--- config.mk ---
export PLATFORM = sky130hd
export DESIGN_NAME = aes_round_ctrl_flat
export DESIGN_NICKNAME = d
export VERILOG_FILES = /design/src/rtl/aes_round_ctrl_if.sv /design/src/rtl/aes_round_ctrl.sv /design/src/flat_wrapper.sv
export SDC_FILE = /design/constraint.sdc
export NUM_CORES = 1
export LEC_CHECK = 0
export BUFFER_PORTS_ARGS = -buffer_cell sky130_fd_sc_hd__buf_2
export CORE_MARGIN = 2
export CORE_UTILIZATION = 44
export CTS_CLUSTER_DIAMETER = 80
export DETAILED_ROUTE_END_ITERATION = 6
export PLACE_DENSITY = 0.7
export REMOVE_ABC_BUFFERS = 1
export SKIP_LAST_GASP = 1
export SLEW_MARGIN = 20
export SYNTH_ARGS = -nofsm -noshare
export SYNTH_HDL_FRONTEND = slang
export SYNTH_SLANG_ARGS = --single-unit
--- constraint.sdc ---
create_clock -name clk -period 1.1 [get_ports clk]
set_input_delay 0.11 -clock clk [delete_from_list [all_inputs] [get_ports clk]]
set_output_delay 0.11 -clock clk [all_outputs]
set_load 0.01 [all_outputs]
--- src/rtl/aes_round_ctrl_if.sv ---
// aes_round_ctrl_if: block handshake and round-datapath control bundle for aes_round_ctrl
interface aes_round_ctrl_if;
    logic       in_valid;
    logic       in_ready;
    logic       out_ready;
    logic       out_valid;
    logic [3:0] round;
    logic       load_sel;
    logic       state_en;
    logic       key_en;
    logic       mix_en;
    logic       busy;
    modport master (
        input  in_valid, out_ready,
        output in_ready, out_valid, round, load_sel, state_en, key_en, mix_en, busy
    );
    modport slave (
        output in_valid, out_ready,
        input  in_ready, out_valid, round, load_sel, state_en, key_en, mix_en, busy
    );
endinterface

--- src/rtl/aes_round_ctrl.sv ---
// aes_round_ctrl: AES round sequencer (IDLE/LOAD/ROUND/FINAL/DONE); define AES_CTRL_ABORT_EN to add the abort input
module aes_round_ctrl #(
    parameter int NR = 10
) (
    input logic              clk,
    input logic              rst,
`ifdef AES_CTRL_ABORT_EN
    input logic              abort,
`endif
    aes_round_ctrl_if.master bus
);
    typedef enum logic [2:0] {IDLE, LOAD, ROUND, FINAL, DONE} state_t;
    state_t     state_q, state_d;
    logic [3:0] round_q, round_d;
    logic       in_ready_q, out_valid_q, load_sel_q, mix_en_q, busy_q;
    logic       abort_w;
    logic       kill;
`ifdef AES_CTRL_ABORT_EN
    assign abort_w = abort;
`else
    assign abort_w = 1'b0;
`endif
    // abort only matters while a block is in flight; busy_q marks LOAD/ROUND/FINAL
    assign kill = abort_w & busy_q;
    // Next state and round counter; unknown encodings fall back to IDLE
    always_comb begin
        state_d = state_q;
        round_d = round_q;
        case (state_q)
            IDLE:  state_d = bus.in_valid ? LOAD : IDLE;
            LOAD: begin
                state_d = ROUND;
                round_d = 4'd1;
            end
            ROUND: begin
                round_d = round_q + 4'd1;
                state_d = (round_q == 4'(NR - 1)) ? FINAL : ROUND;
            end
            FINAL: state_d = DONE;
            DONE: begin
                state_d = bus.out_ready ? IDLE : DONE;
                round_d = bus.out_ready ? 4'd0 : round_q;
            end
            default: begin
                state_d = IDLE;
                round_d = 4'd0;
            end
        endcase
        if (kill) begin
            state_d = IDLE;
            round_d = 4'd0;
        end
    end
    // State, round counter and Moore outputs registered together from the next state
    always_ff @(posedge clk or negedge rst) begin
        if (!rst) begin
            state_q     <= IDLE;
            round_q     <= 4'd0;
            in_ready_q  <= 1'b1;
            out_valid_q <= 1'b0;
            load_sel_q  <= 1'b0;
            mix_en_q    <= 1'b0;
            busy_q      <= 1'b0;
        end else begin
            state_q     <= state_d;
            round_q     <= round_d;
            in_ready_q  <= state_d == IDLE;
            out_valid_q <= state_d == DONE;
            load_sel_q  <= state_d == LOAD;
            mix_en_q    <= state_d == ROUND;
            busy_q      <= state_d inside {LOAD, ROUND, FINAL};
        end
    end
    // State and key registers write on every busy cycle unless an abort is pending
    assign bus.in_ready  = in_ready_q;
    assign bus.out_valid = out_valid_q;
    assign bus.round     = round_q;
    assign bus.load_sel  = load_sel_q;
    assign bus.mix_en    = mix_en_q;
    assign bus.busy      = busy_q;
    assign bus.state_en  = busy_q & ~abort_w;
    assign bus.key_en    = busy_q & ~abort_w;
endmodule

--- src/flat_wrapper.sv ---
// flat-port wrapper written by rule: the top's interface ports become plain ports
module aes_round_ctrl_flat 
#(
    parameter int NR = 10
)
  (clk, rst, bus_in_valid, bus_out_ready, bus_in_ready, bus_out_valid, bus_round, bus_load_sel, bus_state_en, bus_key_en, bus_mix_en, bus_busy);
  aes_round_ctrl_if bus_i ();
  input logic clk;
  input logic rst;
  input wire logic [$bits(bus_i.in_valid)-1:0] bus_in_valid;
  input wire logic [$bits(bus_i.out_ready)-1:0] bus_out_ready;
  output wire logic [$bits(bus_i.in_ready)-1:0] bus_in_ready;
  output wire logic [$bits(bus_i.out_valid)-1:0] bus_out_valid;
  output wire logic [$bits(bus_i.round)-1:0] bus_round;
  output wire logic [$bits(bus_i.load_sel)-1:0] bus_load_sel;
  output wire logic [$bits(bus_i.state_en)-1:0] bus_state_en;
  output wire logic [$bits(bus_i.key_en)-1:0] bus_key_en;
  output wire logic [$bits(bus_i.mix_en)-1:0] bus_mix_en;
  output wire logic [$bits(bus_i.busy)-1:0] bus_busy;
  assign bus_i.in_valid = bus_in_valid;
  assign bus_i.out_ready = bus_out_ready;
  assign bus_in_ready = bus_i.in_ready;
  assign bus_out_valid = bus_i.out_valid;
  assign bus_round = bus_i.round;
  assign bus_load_sel = bus_i.load_sel;
  assign bus_state_en = bus_i.state_en;
  assign bus_key_en = bus_i.key_en;
  assign bus_mix_en = bus_i.mix_en;
  assign bus_busy = bus_i.busy;
  aes_round_ctrl #(.NR(NR)) u_core (.clk(clk), .rst(rst), .bus(bus_i));
endmodule
==> qor.log, run 1 <==
INFO  setup_path     crit_path_max_fanout=6
INFO  clock_network  tritoncts.num_buffers=3
INFO  sta            setup_violations=5
INFO  pwr            intPower=1.66mW
INFO  routing        route.final.wire_length=1370um
INFO  sta            worst-slew-pin-transition=0.279ns
INFO  floorplan      die_width=41.4um
INFO  synth          synth_common_cells=11 x dfrtp_1, 7 x nand2b_1, 4 x buf_4, 4 x nand2_1, 4 x nor2_1
INFO  pwr            combinationalPowerShare=55.9%
INFO  floorplan      die_y=41.4um
INFO  pwr            max-vdd-ir-drop=1.78mV
INFO  layout         flow.area_growth_from_synthesis=39.9%
INFO  synth          synthAdderAreaFrac=4.07%
INFO  outcome        outcome=complete, but fails checks
INFO  routing        vias_per_cell=5.13
INFO  global_route   grt_first_pass_wirelength=2130um
INFO  global_route   grt_start_max_net_pins=13
INFO  synth          post_synth_instance_area=614um^2
INFO  setup_path     regToRegStartpoint=u_core.state_q[0]$_DFF_PN0_
INFO  synth          synth_compound_area_share=17.7%
INFO  routing        remaining_drc_errors=0
INFO  synth          synth_top_area_cell=dfrtp_1
INFO  clock_network  clock_sinks=12
INFO  clock_network  clk_pin_slew_worst_paths=0.08ns
INFO  synth          area_contributors_post_synth=dfrtp_1 45%, nand2b_1 7.1%, buf_4 4.9%
INFO  synth          synth-simple-area-share=21.4%
INFO  setup_path     critical_path.cell_chain=and3b_1 -> a21o_2 -> a22o_1
INFO  layout         drive_above_1_share=47.1%
INFO  layout         antenna_cells_inserted=0
INFO  layout         final_core_utilization=66.1%
INFO  synth          synth.most_common_cell=dfrtp_1
INFO  setup_path     rrSetupSlack=-0.07ns
INFO  synth          postSynth.topFlopCell=dfrtp_1
INFO  synth          synthArstFlopShare=100%
INFO  synth          dominant_combinational_cell_family_by_area_after_synthesis=simple AND/OR/NAND/NOR gates
INFO  synth          synth_seq_cells=12
INFO  global_route   global_route.usage.total=20.2%
INFO  routing        routed_wire_length_per_instance=13.4um
INFO  pwr            power.density=3150nW/um^2
INFO  hold_path      worst_hold_path.endpoint=u_core.bus.load_sel$_DFF_PN0_
INFO  setup_path     depth_of_the_most_critical_reg_to_reg_path=3
INFO  setup_path     critical_path.startpoint_type=flip-flop
INFO  pwr            power_frac_seq=31.0%
INFO  synth          synthesis.area_per_instance=10.4um^2
INFO  floorplan      placement_rows=13
INFO  pwr            p_sw=1.05mW
INFO  global_route   via_count_of_the_first_global_routing_pass=472
INFO  clock_network  ctsHtreeMaxLevel=1
INFO  sta            finalMaxSlewViolations=0
INFO  clock_network  tritoncts=yes
INFO  sta            final.hold.worst_slack=0.124ns
INFO  pwr            leakage=0.425nW
INFO  synth          share_of_synthesized_area_occupied_by_flip_flops_and_latches=49.1%
INFO  sta            fin_worst_skew=0.00447ns
INFO  floorplan      die-area=1710um^2
INFO  synth          share_of_synthesized_area_spent_on_multiplexers=0%
INFO  clock_network  cts_root_buf=clkbuf_4
INFO  flow_run       max-cap-violations=0
INFO  setup_path     critPathLaunch=u_core.state_q[0]$_DFF_PN0_
INFO  setup_path     cp.arrival=1.33ns
INFO  place          dp_hpwl=958um
INFO  hold_path      hold_path.class=primary input to flip-flop
INFO  sta            grt_setup_unrepaired=yes
INFO  pwr            power.share.switching=38.7%
INFO  global_route   grt_remaining_overflow=0
INFO  setup_path     setup.worst_path.end_class=flip-flop
INFO  place          gp_congestion=0.814
INFO  sta            layout_setup_ws=-0.0660ns
INFO  hold_path      min-delay-start=bus_in_valid
INFO  synth          yosys.cell_types.count=29
INFO  floorplan      initial_utilization=47.2%
INFO  layout         final-instance-count-excl-fill=102
INFO  setup_path     cpMaxStageDelayCell=dfrtp_2
INFO  clock_network  clk_path_buf_depth=2
INFO  setup_path     timing.critical_path.slowest_cell_delay=0.46ns
INFO  sta            finalCritPeriodShare=106%
INFO  sta            slew_headroom=81.4%
INFO  place          place.port_buffers=14
INFO  routing        drt_pre_antenna_iters=5
INFO  sta            report.final.hold_viol_count=0
INFO  synth          synth_top_cell_area_share=44.8%
INFO  synth          synthXorXnorAreaFrac=1.43%
INFO  routing        drtIter0Drc=18
INFO  outcome        violations=setup timing
INFO  setup_path     r2r_end=u_core.bus.round[3]$_DFFE_PN0P_
INFO  floorplan      ios=15
INFO  routing        dr_total_vias=523
INFO  sta            maxClockFrequency=858MHz
INFO  routing        drtAntennaViolNets=0
INFO  clock_network  clock_latency=0.27ns
INFO  pwr            share_clk_of_total_power=13.1%
INFO  global_route   antenna_violations_before_repair=0
INFO  floorplan      core_region_area=1300um^2
INFO  layout         final.fill_count=120
INFO  layout         layout.nets=94
INFO  synth          yosysWarningCount=0
INFO  hold_path      hold_path_depth=3
INFO  setup_path     worst_ep_required_time=1.26ns
INFO  synth          edff_count_synth=0
INFO  synth          netlist_instances=59
INFO  place          placedCellCount=96
INFO  setup_path     ws_path_type=flip-flop to flip-flop
INFO  sta            final.min_clock_period=1.17ns
INFO  sta            setup-tns-final=-0.175ns
worst max-delay path, delay by kind of cell, from the launching register on:
kind             cells  cell delay, ns
AO/OA/AOI/OAI        2            0.40
flip-flops           1            0.46
AND/OR/NAND/NOR      1            0.20
state kept, by name (all words and copies together) (netlist names):
register,cells
u_core.bus.busy,1
u_core.state_q,3
u_core.bus.out_valid,1
u_core.bus.round,4
u_core.bus.in_ready,1
u_core.bus.load_sel,1
u_core.bus.mix_en,1
kinds of logic (layout without fill, tap and decap cells):
family | after synthesis | in the layout
XOR/XNOR | 1 | 1
buffers and inverters | 6 | 34
flip-flops | 12 | 12
AND/OR/NAND/NOR | 23 | 23
adder cells (fa/ha/maj) | 2 | 2
AO/OA/AOI/OAI | 15 | 15
power by group through the flow:
| stage | Clock [mW] | Sequential (mW) | Combinational, mW |
|---|---|---|---|
| detailed placement | 0 | 0.827 | 1.36 |
| floorplan | 0 | 1.00 | 0.529 |
| global route | 0.385 | 0.867 | 1.67 |
| CTS | 0.356 | 0.825 | 1.41 |
| global placement | 0 | 0.815 | 1.35 |
| finish | 0.355 | 0.837 | 1.51 |
placed cells by master (no fill, tap or decap), types with 2 or more instances in the layout:
| cell type | n |
|---|---|
| a21oi_1 | 2 |
| buf_2 | 13 |
| buf_4 | 11 |
| buf_6 | 4 |
| clkbuf_4 | 3 |
| dfrtp_1 | 10 |
| ha_1 | 2 |
| nand2_1 | 4 |
| nand2b_1 | 7 |
| nor2_1 | 3 |
| nor3_1 | 2 |
| o21ai_1 | 3 |
final cells by class:
type,instances,area (um^2),share of cell area (%)
inverter,1,3.75,0.437
multi-input combinational,41,295,34.4
clock buffer,4,36.3,4.22
sequential,12,303,35.2
tap,15,18.8,2.18
timing repair buffer,29,203,23.6
what timing repair did:
item / 4_1_cts / 5_1_grt
hold buffers: 1 / 0
buffers inserted: 1 / 0
gates resized for setup: 2 / 9
hold endpoints to repair: 12 / 0
gates cloned: 0 / 0
endpoints found under the setup margin: 8 / 12
pin swaps: 3 / 2
layer usage:
metal  GRT usage, %  wire (um)  vias to the layer above
met4           7.26          6                        0
met2           30.9        643                       13
li1               -          -                      262
met3           4.79         54                        2
met5              0          0                        -
met1           27.8        661                      246
per-stage QoR:
step,area [um^2],setup slack [ns],power (mW)
2_1_floorplan,579,-0.139,1.53
3_3_place_gp,766,-0.0351,2.16
3_5_place_dp,766,-0.0700,2.19
4_1_cts,826,-0.0451,2.59
5_1_grt,860,-0.106,2.92
6_report,860,-0.0660,2.70
worst max-delay path by stage:
| stage | endpoint | slack [ns] | depth (start not counted) |
|---|---|---|---|
| final | u_core.bus.round[3]$_DFFE_PN0P_ | -0.07 | 3 |
| after global routing | u_core.bus.round[3]$_DFFE_PN0P_ | -0.11 | 3 |
| after CTS | u_core.bus.round[3]$_DFFE_PN0P_ | -0.05 | 3 |
| after detailed placement | u_core.bus.round[3]$_DFFE_PN0P_ | -0.07 | 3 |
| after global placement | u_core.bus.round[3]$_DFFE_PN0P_ | -0.04 | 3 |
| after floorplan | u_core.bus.round[3]$_DFFE_PN0P_ | -0.14 | 3 |
Power figures use the tool's default switching activity.
==> run 2: changes to the inputs <==
--- a/config.mk
+++ b/config.mk
@@ -6,10 +6,10 @@
 export NUM_CORES = 1
 export LEC_CHECK = 0
 export BUFFER_PORTS_ARGS = -buffer_cell sky130_fd_sc_hd__buf_2
-export CORE_MARGIN = 2
-export CORE_UTILIZATION = 44
+export CORE_AREA = 2 2 39 41
 export CTS_CLUSTER_DIAMETER = 80
 export DETAILED_ROUTE_END_ITERATION = 6
+export DIE_AREA = 0 0 41 43
 export PLACE_DENSITY = 0.7
 export REMOVE_ABC_BUFFERS = 1
 export SKIP_LAST_GASP = 1
==> constraint.sdc (replaced) <==
create_clock -name clk -period 1.3 [get_ports clk]
set_input_delay 0.13 -clock clk [delete_from_list [all_inputs] [get_ports clk]]
set_output_delay 0.13 -clock clk [all_outputs]
set_load 0.01 [all_outputs]
==> qor.log, run 2 (synthesized netlist as in run 1, its figures left out) <==
INFO  clock_network  ctsHtreeMaxLevel=1 [unchanged]
INFO  sta            worst-slew-pin-transition=0.262ns [was 0.279 ns]
INFO  sta            fin_worst_skew=0.00327ns [was 0.00447 ns]
INFO  sta            report.final.hold_viol_count=0 [unchanged]
INFO  routing        route.final.wire_length=1310um [was 1370 um]
INFO  clock_network  clk_path_buf_depth=2 [unchanged]
INFO  layout         final_core_utilization=54.5% [was 66.1%]
INFO  layout         final.fill_count=130 [was 120]
INFO  routing        remaining_drc_errors=0 [unchanged]
INFO  routing        drt_pre_antenna_iters=4 [was 5]
INFO  outcome        outcome=finished, final reports clean [was complete, but fails checks]
INFO  setup_path     ws_path_type=flip-flop to flip-flop [unchanged]
INFO  clock_network  tritoncts=yes [unchanged]
INFO  layout         largest_register_ff_count=4 [unchanged]
INFO  flow_run       max-cap-violations=0 [unchanged]
INFO  routing        drtAntennaViolNets=0 [unchanged]
INFO  floorplan      placement_rows=14 [was 13]
INFO  layout         most-common-layout-cells=14 x buf_2, 10 x dfrtp_1, 7 x nand2b_1 [was 13 x buf_2, 11 x buf_4, 10 x dfrtp_1]
INFO  layout         antenna_cells_inserted=0 [unchanged]
INFO  clock_network  clock_sinks=12 [unchanged]
INFO  layout         final-instance-count-excl-fill=94 [was 102]
INFO  pwr            power.density=2660nW/um^2 [was 3150 nW/um^2]
INFO  layout         drive_above_1_share=35.9% [was 47.1%]
INFO  routing        dr_total_vias=504 [was 523]
INFO  sta            finalCritPeriodShare=94.0% [was 106%]
INFO  pwr            post-layout-total-power=2.00mW [was 2.70 mW]
INFO  sta            finalMaxSlewViolations=0 [unchanged]
INFO  floorplan      die-area=1760um^2 [was 1710 um^2]
INFO  hold_path      hold_path.class=primary input to flip-flop [unchanged]
INFO  setup_path     setup.worst_path.end_class=flip-flop [unchanged]
INFO  clock_network  clk_pin_slew_worst_paths=0.07ns [was 0.08 ns]
INFO  global_route   grt_remaining_overflow=0 [unchanged]
INFO  floorplan      initial_utilization=44.4% [was 47.2%]
INFO  place          placedCellCount=89 [was 96]
INFO  pwr            leakage=0.369nW [was 0.425 nW]
INFO  layout         flow.area_growth_from_synthesis=22.8% [was 39.9%]
INFO  routing        vias_per_cell=5.36 [was 5.13]
INFO  floorplan      core_region_area=1380um^2 [was 1300 um^2]
INFO  global_route   via_count_of_the_first_global_routing_pass=491 [was 472]
INFO  layout         layout.nets=85 [was 94]
INFO  setup_path     cp.arrival=1.42ns [was 1.33 ns]
INFO  sta            final.min_clock_period=1.22ns [was 1.17 ns]
INFO  floorplan      die_y=43um [was 41.4 um]
INFO  sta            final.hold.worst_slack=0.140ns [was 0.124 ns]
INFO  sta            setup_violations=0 [was 5]
INFO  sta            slew_headroom=82.5% [was 81.4%]
INFO  global_route   grt_start_max_net_pins=13 [unchanged]
INFO  place          dp_hpwl=966um [was 958 um]
INFO  layout         most_common_library_cell_in_the_layout_ignoring_fill_and_taps=buf_2 [unchanged]
INFO  clock_network  clock_latency=0.26ns [was 0.27 ns]
INFO  floorplan      ios=15 [unchanged]
INFO  global_route   antenna_violations_before_repair=0 [unchanged]
INFO  pwr            max-vdd-ir-drop=1.04mV [was 1.78 mV]
INFO  place          gp_congestion=0.833 [was 0.814]
INFO  setup_path     critical_path.startpoint_type=flip-flop [unchanged]
INFO  setup_path     worst_ep_required_time=1.49ns [was 1.26 ns]
INFO  clock_network  cts_root_buf=clkbuf_4 [unchanged]
INFO  global_route   global_route.usage.total=19.1% [was 20.2%]
INFO  floorplan      die_width=41um [was 41.4 um]
INFO  routing        drtIter0Drc=12 [was 18]
INFO  clock_network  tritoncts.num_buffers=3 [unchanged]
INFO  place          place.port_buffers=14 [unchanged]
INFO  setup_path     crit_path_max_fanout=10 [was 6]
INFO  global_route   grt_first_pass_wirelength=2200um [was 2130 um]
INFO  sta            maxClockFrequency=818MHz [was 858 MHz]
INFO  routing        routed_wire_length_per_instance=13.9um [was 13.4 um]
[run 2: metrics by stage]
step	TNS, ns	worst slack [ns]	cell area, um^2
after floorplan	0	0.0614	579
after global placement	0	0.122	707
after detailed placement	0	0.105	707
after CTS	0	0.0916	753
after global routing	-0.00197	-0.00197	754
final	0	0.0777	754
[run 2: critical path: stages (launching register included)]
cell and delay (ns):
dfrtp_1 0.46, buf_4 0.21, nand2b_1 0.11, o221a_1 0.26, o21ai_1 0.11
[run 2: path summary, 6_finish.rpt]
kind	startpoint	end	slack, ns	cells after the start
max	u_core.state_q[1]$_DFF_PN0_	u_core.bus.round[0]$_DFFE_PN0P_	0.08	4
min	bus_in_valid	u_core.bus.load_sel$_DFF_PN0_	0.14	3
max reg2reg	u_core.state_q[1]$_DFF_PN0_	u_core.bus.round[0]$_DFFE_PN0P_	0.08	4
min reg2reg	u_core.bus.round[1]$_DFFE_PN0P_	u_core.bus.round[1]$_DFFE_PN0P_	0.59	2
max in group asynchronous	rst	u_core.bus.in_ready$_DFF_PN1_	0.77	2
min in group asynchronous	rst	u_core.bus.mix_en$_DFF_PN0_	0.27	2
[run 2: timing repair]
action,in CTS,in global routing
hold endpoints to repair,12,0
endpoints found under the setup margin,0,1
resized for setup,0,1
setup buffers,0,0
hold buffers,1,0
[run 2: cell type report]
class | instances | area (um^2) | share of cell area (%)
Multi-Input combinational cell | 41 | 274 | 36.3
Timing Repair Buffer | 20 | 118 | 15.6
Inverter | 1 | 3.75 | 0.498
Sequential cell | 12 | 303 | 40.1
Clock buffer | 4 | 36.3 | 4.81
Tap cell | 16 | 20.0 | 2.65
[run 2: per-layer routing]
metal  up-vias  part of all wire (%)  global-route usage (%)
met1       245                    46                    26.4
met2        15                    49                    26.6
met5         -                     0                       0
met4         0                   1.1                    10.0
met3         2                   4.0                    4.71
li1        242                     -                       -
[run 2: power by group]
| group | total (mW) | internal [mW] | leakage (nW) | switching, mW |
|---|---|---|---|---|
| registers | 0.725 | 0.556 | 0.149 | 0.169 |
| clock network | 0.289 | 0.170 | 0.0210 | 0.119 |
| logic | 0.990 | 0.473 | 0.199 | 0.517 |
| total | 2.00 | 1.20 | 0.369 | 0.805 |
==> run 3: changes to the inputs <==
--- a/config.mk
+++ b/config.mk
@@ -5,12 +5,13 @@
 export SDC_FILE = /design/constraint.sdc
 export NUM_CORES = 1
 export LEC_CHECK = 0
+export ABC_AREA = 1
 export BUFFER_PORTS_ARGS = -buffer_cell sky130_fd_sc_hd__buf_2
 export CORE_AREA = 2 2 39 41
 export CTS_CLUSTER_DIAMETER = 80
 export DETAILED_ROUTE_END_ITERATION = 6
 export DIE_AREA = 0 0 41 43
-export PLACE_DENSITY = 0.7
+export PLACE_DENSITY = 0.68
 export REMOVE_ABC_BUFFERS = 1
 export SKIP_LAST_GASP = 1
 export SLEW_MARGIN = 20
==> constraint.sdc (replaced) <==
create_clock -name clk -period 1.1 [get_ports clk]
set_input_delay 0.11 -clock clk [delete_from_list [all_inputs] [get_ports clk]]
set_output_delay 0.11 -clock clk [all_outputs]
set_load 0.01 [all_outputs]
==> qor.log, run 3 <==
INFO  outcome        outcome=finished, final reports clean [unchanged]
INFO  place          placedCellCount=91 [was 89]
INFO  sta            setup-tns-final=0ns [unchanged]
INFO  synth          synth_top_area_cell=dfrtp_1 [unchanged]
INFO  synth          synth_common_cells=18 x nand2_1, 11 x dfrtp_1, 7 x nor2_1 [was 11 x dfrtp_1, 7 x nand2b_1, 4 x buf_4, 4 x nand2_1, 4 x nor2_1]
INFO  layout         final-instance-count-excl-fill=98 [was 94]
INFO  layout         final_core_utilization=52.0% [was 54.5%]
INFO  layout         fin_area=719um^2 [was 754 um^2]
INFO  routing        routed_wire_length_per_instance=10.2um [was 13.9 um]
INFO  synth          share_of_synthesized_area_occupied_by_flip_flops_and_latches=55.0% [was 49.1%]
INFO  setup_path     worst_ep_required_time=0.99ns [was 1.49 ns]
INFO  routing        route.final.wire_length=1000um [was 1310 um]
INFO  floorplan      initial_utilization=39.6% [was 44.4%]
INFO  pwr            post-layout-total-power=2.01mW [was 2.00 mW]
INFO  setup_path     critPathTopFamily=flip-flops [unchanged]
INFO  place          dp_hpwl=733um [was 966 um]
INFO  routing        drtIter0Drc=9 [was 12]
INFO  clock_network  ctsHtreeMaxLevel=1 [unchanged]
INFO  floorplan      placement_rows=14 [unchanged]
INFO  global_route   via_count_of_the_first_global_routing_pass=373 [was 491]
INFO  synth          synthArstFlopShare=100% [unchanged]
INFO  routing        vias_per_cell=4.53 [was 5.36]
INFO  synth          synth_seq_cells=12 [unchanged]
INFO  sta            fin_worst_skew=0.00102ns [was 0.00327 ns]
INFO  setup_path     setup.worst_path.end=bus_round[1] [was u_core.bus.round[0]$_DFFE_PN0P_]
INFO  setup_path     regToRegStartpoint=u_core.bus.round[1]$_DFFE_PN0P_ [was u_core.state_q[1]$_DFF_PN0_]
INFO  global_route   grt_first_pass_wirelength=1550um [was 2200 um]
INFO  setup_path     ws_path_type=flip-flop to output pin [was flip-flop to flip-flop]
INFO  sta            slew_headroom=81.6% [was 82.5%]
INFO  setup_path     critical_path.startpoint_type=flip-flop [unchanged]
INFO  place          gp_congestion=0.727 [was 0.833]
INFO  floorplan      core_region_area=1380um^2 [unchanged]
INFO  sta            final.hold.worst_slack=0.149ns [was 0.140 ns]
INFO  routing        dr_total_vias=444 [was 504]
INFO  synth          synthesis.area_per_instance=8.84um^2 [was 10.4 um^2]
INFO  routing        drtAntennaViolNets=0 [unchanged]
INFO  setup_path     timing.critical_path.slowest_cell_delay=0.42ns [was 0.46 ns]
INFO  setup_path     rrSetupSlack=0.05ns [was 0.08 ns]
INFO  global_route   grt_remaining_overflow=0 [unchanged]
INFO  global_route   global_route.usage.total=13.1% [was 19.1%]
INFO  pwr            max-vdd-ir-drop=1.25mV [was 1.04 mV]
INFO  setup_path     r2r_end=u_core.bus.mix_en$_DFF_PN0_ [was u_core.bus.round[0]$_DFFE_PN0P_]
INFO  setup_path     setup.worst_path.end_class=output pin [was flip-flop]
INFO  floorplan      die_y=43um [unchanged]
INFO  setup_path     critPathBufInv=2 [was 1]
INFO  pwr            power.density=2790nW/um^2 [was 2660 nW/um^2]
INFO  hold_path      hold_path_depth=3 [unchanged]
INFO  setup_path     crit_path_max_fanout=5 [was 10]
INFO  place          place.port_buffers=14 [unchanged]
INFO  sta            finalMaxSlewViolations=0 [unchanged]
INFO  floorplan      die-area=1760um^2 [unchanged]
INFO  layout         drive_above_1_share=37.8% [was 35.9%]
INFO  synth          yosysWarningCount=0 [unchanged]
INFO  clock_network  tritoncts=yes [unchanged]
INFO  synth          synth_top_cell_area_share=50.2% [was 44.8%]
INFO  clock_network  clk_pin_slew_worst_paths=0.08ns [was 0.07 ns]
INFO  sta            setup_violations=0 [unchanged]
INFO  setup_path     critical_path_depth=2 [was 4]
INFO  sta            layout_setup_ws=0.0227ns [was 0.0777 ns]
INFO  synth          area_contributors_post_synth=dfrtp_1 50%, nand2_1 12%, nand3_1 5.5% [was dfrtp_1 45%, nand2b_1 7.1%, buf_4 4.9%]
INFO  clock_network  clk_path_buf_depth=2 [unchanged]
INFO  setup_path     critical_path.cell_chain=buf_4 -> buf_2 [was buf_4 -> nand2b_1 -> o221a_1 -> o21ai_1]
INFO  global_route   grt_start_max_net_pins=13 [unchanged]
INFO  synth          netlist_instances=62 [was 59]
INFO  sta            finalCritPeriodShare=97.9%
INFO  synth          postSynth.topFlopCell=dfrtp_1 [unchanged]
INFO  floorplan      ios=15 [unchanged]
INFO  setup_path     cp.arrival=0.97ns [was 1.42 ns]
INFO  clock_network  clock_sinks=12 [unchanged]
INFO  pwr            leakage=0.418nW [was 0.369 nW]
INFO  clock_network  cts_root_buf=clkbuf_4 [unchanged]
INFO  sta            worst-slew-pin-transition=0.277ns [was 0.262 ns]
INFO  layout         layout.nets=89 [was 85]
INFO  layout         most-common-layout-cells=18 x nand2_1, 13 x buf_2, 9 x dfrtp_1 [was 14 x buf_2, 10 x dfrtp_1, 7 x nand2b_1]
INFO  synth          yosys.cell_types.count=15 [was 29]
INFO  sta            maxClockFrequency=928MHz
INFO  setup_path     critPathLaunch=u_core.bus.round[1]$_DFFE_PN0P_ [was u_core.state_q[1]$_DFF_PN0_]
INFO  synth          edff_count_synth=0 [unchanged]
INFO  place          preCtsSetupSlack=0.0299ns [was 0.105 ns]
INFO  sta            final.min_clock_period=1.08ns
INFO  synth          synth.most_common_cell=nand2_1 [was dfrtp_1]
INFO  synth          post_synth_instance_area=548um^2 [was 614 um^2]
INFO  global_route   antenna_violations_before_repair=0 [unchanged]
INFO  sta            grt_setup_unrepaired=yes
INFO  place          postPlaceCellArea=631um^2 [was 707 um^2]
INFO  layout         flow.area_growth_from_synthesis=31.3% [was 22.8%]
INFO  routing        remaining_drc_errors=0 [unchanged]
INFO  sta            report.final.hold_viol_count=0 [unchanged]
INFO  setup_path     depth_of_the_most_critical_reg_to_reg_path=7 [was 4]
INFO  clock_network  clock_latency=0.26ns [about the same]
INFO  routing        drt_pre_antenna_iters=4 [unchanged]
INFO  setup_path     cpMaxStageDelayCell=dfrtp_1 [unchanged]
INFO  floorplan      die_width=41um [unchanged]
INFO  layout         largest_register_ff_count=4 [unchanged]
INFO  flow_run       max-cap-violations=0 [unchanged]
INFO  hold_path      hold_path.class=primary input to flip-flop [unchanged]
INFO  layout         antenna_cells_inserted=0 [unchanged]
INFO  clock_network  tritoncts.num_buffers=3 [unchanged]
INFO  layout         most_common_library_cell_in_the_layout_ignoring_fill_and_taps=nand2_1 [was buf_2]
==> run 3: changes by cell type after synthesis, sizes merged, moves of 2 or more <==
cell and delta:
nand3 +7, inv +8, nor2 +3, nor3 -2, a21o -2, a21oi -3
o21ai -3, buf -3, nand2 +14, nand2b -7
==> run 3: cell type report <==
class / count / area (um^2)
clock buffer: 4 / 36.3
tap: 16 / 20.0
inverter: 9 / 33.8
sequential: 12 / 304
fill: 131 / 664
multi-input combinational: 39 / 213
timing repair buffer: 18 / 113
==> run 3: worst min path at each step <==
stage,start,to,slack (ns)
after floorplan,rst,u_core.bus.busy$_DFF_PN0_,-0.19
after global placement,rst,u_core.bus.round[2]$_DFFE_PN0P_,-0.003
after detailed placement,rst,u_core.bus.round[2]$_DFFE_PN0P_,0.005
after CTS,bus_in_valid,u_core.bus.load_sel$_DFF_PN0_,0.14
after global routing,bus_in_valid,u_core.bus.load_sel$_DFF_PN0_,0.16
final,bus_in_valid,u_core.bus.load_sel$_DFF_PN0_,0.15
==> run 3: kinds of logic (layout without fill, tap and decap cells) <==
family	count (synthesis)	after routing	share of synthesized area [%]
and+or+nand+nor	36	36	29.9
adders and majority gates	2	2	4.57
xor gates and xnor gates	1	1	1.60
buffers and inverters	11	31	8.90
DFF	12	12	55.0
==> run 3: report_power, final <==
| part | total, mW | switching [mW] | internal [mW] |
|---|---|---|---|
| clock | 0.346 | 0.145 | 0.201 |
| combinational | 0.899 | 0.501 | 0.398 |
| sequential | 0.765 | 0.136 | 0.629 |
==> run 3: timing repair <==
| action | 4_1_cts | 5_1_grt |
|---|---|---|
| pin swaps | 0 | 3 |
| setup endpoints to repair | 1 | 7 |
| endpoints found under the hold margin | 12 | 0 |
| setup buffers | 1 | 1 |
| hold buffers | 1 | 0 |
| resized for setup | 0 | 6 |
==> run 3: worst register-to-register path, stage by stage, from the launching register on <==
cell and delay (ns):
dfrtp_1 0.42, inv_1 0.11, ha_4 0.13, inv_1 0.03, nor2_1 0.09, nand2_1 0.06
nand2_1 0.08, nor2_1 0.04
==> run 3: routing by layer <==
| layer | up-vias | wire length (um) | global-route usage (%) |
|---|---|---|---|
| met3 | 0 | 39 | 3.14 |
| met1 | 205 | 468 | 17.6 |
| met4 | 0 | 0 | 6.00 |
| met5 | - | 0 | 0 |
| li1 | 230 | - | - |
| met2 | 9 | 496 | 19.1 |
